`src/rtl/bitty_sequencer_if.sv`:
```
// bitty_sequencer_if: instruction fetch request/acknowledge port between sequencer and memory
interface bitty_sequencer_if #(
    parameter int PC_WIDTH = 8
);
    logic                fetch_req;
    logic [PC_WIDTH-1:0] pc;
    logic                fetch_ack;
    logic [15:0]         fetch_data;
    modport master (output fetch_req, output pc, input fetch_ack, input fetch_data);
    modport slave  (input fetch_req, input pc, output fetch_ack, output fetch_data);
endinterface

```
`src/rtl/bitty_sequencer.sv`:
```
// bitty_sequencer: fetches instructions and drives Bitty datapath enables in fixed order
module bitty_sequencer #(
    parameter int PC_WIDTH  = 8,
    parameter int CNT_WIDTH = 16
) (
    input  logic                 clk,
    input  logic                 reset,
    input  logic                 start,
    bitty_sequencer_if.master    fetch,
    output logic [15:0]          instruction,
    output logic                 en_i,
    output logic                 en_s,
    output logic                 en_c,
    output logic [7:0]           en_reg,
    output logic                 busy,
    output logic                 halted,
    output logic [CNT_WIDTH-1:0] retired
);
    localparam logic [2:0] IDLE      = 3'd0;
    localparam logic [2:0] FETCH     = 3'd1;
    localparam logic [2:0] DECODE    = 3'd2;
    localparam logic [2:0] SETUP     = 3'd3;
    localparam logic [2:0] EXEC      = 3'd4;
    localparam logic [2:0] WRITEBACK = 3'd5;
    localparam logic [2:0] HALTED    = 3'd6;

    logic [2:0]           state_q, state_d;
    logic [PC_WIDTH-1:0]  pc_q, pc_d;
    logic [15:0]          instr_q, instr_d;
    logic [CNT_WIDTH-1:0] retired_q, retired_d;
    logic                 is_halt;

    assign is_halt = fetch.fetch_data[1:0] == 2'b11;

    // next-state: a halt word never reaches the instruction register
    always_comb begin
        state_d   = state_q;
        pc_d      = pc_q;
        instr_d   = instr_q;
        retired_d = retired_q;
        case (state_q)
            IDLE, HALTED: if (start) begin
                state_d   = FETCH;
                pc_d      = '0;
                retired_d = '0;
            end
            FETCH: if (fetch.fetch_ack) begin
                state_d = is_halt ? HALTED : DECODE;
                instr_d = is_halt ? instr_q : fetch.fetch_data;
            end
            DECODE:    state_d = SETUP;
            SETUP:     state_d = EXEC;
            EXEC:      state_d = WRITEBACK;
            WRITEBACK: begin
                state_d   = FETCH;
                pc_d      = pc_q + 1'b1;
                retired_d = retired_q + 1'b1;
            end
            default:   state_d = IDLE;
        endcase
    end

    // state registers; reset overrides start and fetch_ack
    always_ff @(posedge clk) begin
        if (reset) begin
            state_q   <= IDLE;
            pc_q      <= '0;
            instr_q   <= '0;
            retired_q <= '0;
        end else begin
            state_q   <= state_d;
            pc_q      <= pc_d;
            instr_q   <= instr_d;
            retired_q <= retired_d;
        end
    end

    assign fetch.fetch_req = state_q == FETCH;
    assign fetch.pc        = pc_q;
    assign instruction     = instr_q;
    assign en_i            = state_q == DECODE;
    assign en_s            = state_q == SETUP;
    assign en_c            = state_q == EXEC;
    assign en_reg          = (state_q == WRITEBACK) ? 8'd1 << instr_q[15:13] : 8'd0;
    assign busy            = state_q != IDLE && state_q != HALTED;
    assign halted          = state_q == HALTED;
    assign retired         = retired_q;
endmodule
```
`src/flat_wrapper.sv`:
```
// flat-port wrapper written by rule: the top's interface ports become plain ports
module bitty_sequencer_flat 
#(
    parameter int PC_WIDTH  = 8,
    parameter int CNT_WIDTH = 16
)
  (clk, reset, start, instruction, en_i, en_s, en_c, en_reg, busy, halted, retired, fetch_fetch_req, fetch_pc, fetch_fetch_ack, fetch_fetch_data);
  bitty_sequencer_if #(.PC_WIDTH(PC_WIDTH)) fetch_i ();
  input  logic clk;
  input  logic reset;
  input  logic start;
  output logic [15:0] instruction;
  output logic en_i;
  output logic en_s;
  output logic en_c;
  output logic [7:0] en_reg;
  output logic busy;
  output logic halted;
  output logic [CNT_WIDTH-1:0] retired;
  output wire logic [$bits(fetch_i.fetch_req)-1:0] fetch_fetch_req;
  output wire logic [$bits(fetch_i.pc)-1:0] fetch_pc;
  input wire logic [$bits(fetch_i.fetch_ack)-1:0] fetch_fetch_ack;
  input wire logic [$bits(fetch_i.fetch_data)-1:0] fetch_fetch_data;
  assign fetch_fetch_req = fetch_i.fetch_req;
  assign fetch_pc = fetch_i.pc;
  assign fetch_i.fetch_ack = fetch_fetch_ack;
  assign fetch_i.fetch_data = fetch_fetch_data;
  bitty_sequencer #(.PC_WIDTH(PC_WIDTH), .CNT_WIDTH(CNT_WIDTH)) u_core (.clk(clk), .reset(reset), .start(start), .fetch(fetch_i), .instruction(instruction), .en_i(en_i), .en_s(en_s), .en_c(en_c), .en_reg(en_reg), .busy(busy), .halted(halted), .retired(retired));
endmodule
```
`config.mk`:
```
export PLATFORM = sky130hd
export DESIGN_NAME = bitty_sequencer_flat
export DESIGN_NICKNAME = d
export VERILOG_FILES = /design/src/rtl/bitty_sequencer_if.sv /design/src/rtl/bitty_sequencer.sv /design/src/flat_wrapper.sv
export SDC_FILE = /design/constraint.sdc
export NUM_CORES = 1
export LEC_CHECK = 0
export BUFFER_PORTS_ARGS = -buffer_cell sky130_fd_sc_hd__buf_2
export CORE_ASPECT_RATIO = 0.7
export CORE_MARGIN = 2
export CORE_UTILIZATION = 40
export CTS_BUF_LIST = sky130_fd_sc_hd__clkbuf_4
export CTS_CLUSTER_SIZE = 8
export DETAILED_ROUTE_END_ITERATION = 8
export HOLD_SLACK_MARGIN = 0.12
export PLACE_DENSITY = 0.74
export SETUP_SLACK_MARGIN = 0.5
export SYNTH_ARGS = -nofsm -noshare
export SYNTH_HDL_FRONTEND = slang
export SYNTH_SLANG_ARGS = --single-unit
```
`constraint.sdc`:
```
create_clock -name clk -period 2.4 [get_ports clk]
set_input_delay 0.36 -clock clk [delete_from_list [all_inputs] [get_ports clk]]
set_output_delay 0.36 -clock clk [all_outputs]
set_load 0.01 [all_outputs]
```
==> flow_metrics.tcl <==
set metrics [dict create \
    preCtsSetupSlack_ps 580 \
    setup-tns-final_ps 0 \
    slew_viol_final 0 \
    required_ps 2040 \
    synth.distinct_cells 50 \
    initial_utilization_pct 42.5 \
    cap_viol_max_count 0 \
    yosys_warnings 0 \
    drc 0 \
    hp-class "in -> reg" \
    hold_violations 0 \
    seqPwrFrac_pct 53.5 \
    power_density_nw_per_um2 525 \
    busiest_layer "met1" \
    skew_ps 26.4 \
    met2_usage_pct 28.1 \
    netlist.top_cell.by_area "dfxtp_1" \
    rows 21 \
    globalRouteOverflowTotal 0 \
    clkTransAtPathRegs_ps 140 \
    syn_area_um2 2090 \
    critical_path_class "reg -> out" \
    ys_ff_latch 43 \
    die_h_um 64.5 \
    via_per_inst 5.37 \
    die_w_um 90.4 \
    synth-edff-count 0 \
    min_period_over_period_pct 74.6 \
    syn_avg_cell_area_um2 8.85 \
    slew_headroom_pct 67.7 \
    antenna_found_initial 0 \
    post-route-min-period_ps 1790 \
    use_met1_pct 28.4 \
    drt-pass1-iter-count 4 \
    worstPathMaxFanout 6 \
    clkSinkCount 43 \
    crit_arrival_ps 1430 \
    antenna_cells 0 \
    holdBufCountCts 0 \
    finalSetupViolCount 0 \
    fill_cells 479 \
    synthCells 236 \
    power_frac_clock_pct 34.1 \
    hpwl_um 3610 \
    startpoint_type "register" \
    worst_pin_slew_ps 485 \
    rsz0062_at_grt "false" \
    grt_util_all_layers_pct 19.5 \
    status "finished, final reports clean" \
    combPwrFrac_pct 12.4 \
    max_freq_ghz 0.559 \
    clk_latency_ps 370 \
    io_pins 74 \
    area_growth_pct 26.6 \
    p_leak_nw 1.30 \
    wl_per_cell_um 14.2 \
    clk_path_buf_depth 2 \
    seq_area_frac_synth_pct 41.2 \
    worstHoldPathCells 3 \
    tritoncts "built" \
    cts-root-buf "clkbuf_4" \
    drt_iter0_markers 72 \
    io_buffers 73 \
    cts-buffers-inserted 5 \
    synth_ff_type "dfxtp_1" \
    grt_use_met3_pct 5.23 \
    vias 2073 \
    die_area_um2 5830 \
    gp_congestion 0.781 \
    fin_ws_ps 610 \
    worst-r2r-cell-count 4 \
    synth_top_area_share_pct 41.2 \
    h-tree-depth 2 \
    peakVddDrop_mv 0.230 \
    drive_above_1_share_pct 35.0 \
    syn_nets 258 \
    grt_pass1_vias 1880 \
    async_flop_share_pct 0 \
    endpoint_kind "output port" \
    coreArea_um2 4910 \
    wirelength_um 5480 \
    antenna_left 0 \
    grt_pass1_wl_um 9110 \
    swShare_pct 26.4 \
    power.switching_mw 0.367 \
    synthTopCellsByArea "dfxtp_1, mux2i_1, nor2_1" \
    nets 338 \
    internal_power_mw 1.02 \
    grt_max_degree 27 \
]
[placed cells by master (no fill, tap or decap), types with 3 or more instances in the layout]
master    count
buf_2        73
dfxtp_1      40
nor2_1       36
nand2_1      19
mux2i_1      19
a21oi_1      16
nand3_1      11
buf_4        11
nor3_1        8
nand4_1       7
a31oi_1       6
clkbuf_4      5
and3_1        4
or4_1         4
or2_2         4
o21ai_1       4
inv_1         3
dfxtp_4       3
[power by group through the flow]
stage                     registers, mW  logic [mW]  clock network (mW)
after floorplan                   0.762       0.102                   0
after global placement            0.762       0.150                   0
after detailed placement          0.762       0.151                   0
after CTS                         0.750       0.154               0.480
after global routing              0.746       0.188               0.509
final                             0.743       0.172               0.474
[registers in the layout, indices dropped and copies added, names as in the netlist]
name	count
u_core.fetch.pc	8
u_core.instruction	16
u_core.state_q	3
u_core.retired	16
[cell usage after synthesis (all sizes together), types with 4 or more instances]
library cell  number
a21oi             16
a31oi              7
and3               6
buf                6
clkbuf             6
dfxtp             43
inv                4
mux2i             19
nand2             20
nand3             11
nand4              8
nor2              36
nor3               8
o21ai              5
or2                5
or4                4
[logic make-up after synthesis]
kind of cell             count (synthesis)  synth area share (%)
XOR/XNOR                                 4                  2.04
adder cells (fa/ha/maj)                  2                  1.20
buffers and inverters                   16                  4.73
multiplexers                            19                  9.10
AO/OA/AOI/OAI                           43                  13.9
flip-flops                              43                  41.2
AND/OR/NAND/NOR                        109                  27.8
[worst max-delay path: stages, from the launching register on]
cell     delay [ps]
dfxtp_4         380
buf_4           140
xnor2_2         330
nand2_1          80
buf_2           140
[what timing repair did]
action                     4_1_cts  5_1_grt
hold endpoints to repair         0        0
setup endpoints to repair        8        6
resized for setup                5        2
cloned                           1        0
buffers inserted                 2        7
[per-layer routing]
metal | vias to the layer above | share of wire (%)
li1 | 1025 | -
met1 | 960 | 49
met2 | 81 | 41
met3 | 7 | 9.0
met4 | 0 | 0.88
met5 | - | 0
[area by class of cell]
| class | instances | area (um^2) | share of cell area, % |
|---|---|---|---|
| Clock buffer | 5 | 37.5 | 1.42 |
| Clock inverter | 3 | 43.8 | 1.66 |
| Inverter | 4 | 15.0 | 0.568 |
| Multi-Input combinational cell | 178 | 1140 | 43.2 |
| Sequential cell | 43 | 872 | 33.0 |
| Tap cell | 69 | 86.3 | 3.26 |
| Timing Repair Buffer | 84 | 448 | 16.9 |
[metrics by stage]
step	power, mW	cell area, um^2	std cells	hold WS, ps	utilization [%]
5_1_grt	1.44	2650	386	214	53.8
3_5_place_dp	0.914	2470	368	463	50.3
3_3_place_gp	0.911	2470	368	460	50.3
2_1_floorplan	0.863	2090	236	490	-
6_report	1.39	2650	386	211	53.8
4_1_cts	1.38	2590	379	203	52.7
[worst paths after layout]
path / to / start / slack [ps]
setup reg to reg: u_core.retired[8]$_SDFFE_PP0P_ / u_core.retired[0]$_SDFFE_PP0P_ / 760
hold / removal: u_core.instruction[10]$_SDFFE_PP0P_ / fetch_fetch_data[10] / 210
setup / recovery: busy / u_core.state_q[1]$_SDFFE_PP0P_ / 610
hold reg to reg: u_core.retired[15]$_SDFFE_PP0P_ / u_core.retired[15]$_SDFFE_PP0P_ / 480
Note: power is estimated with default switching activity, not from simulation.
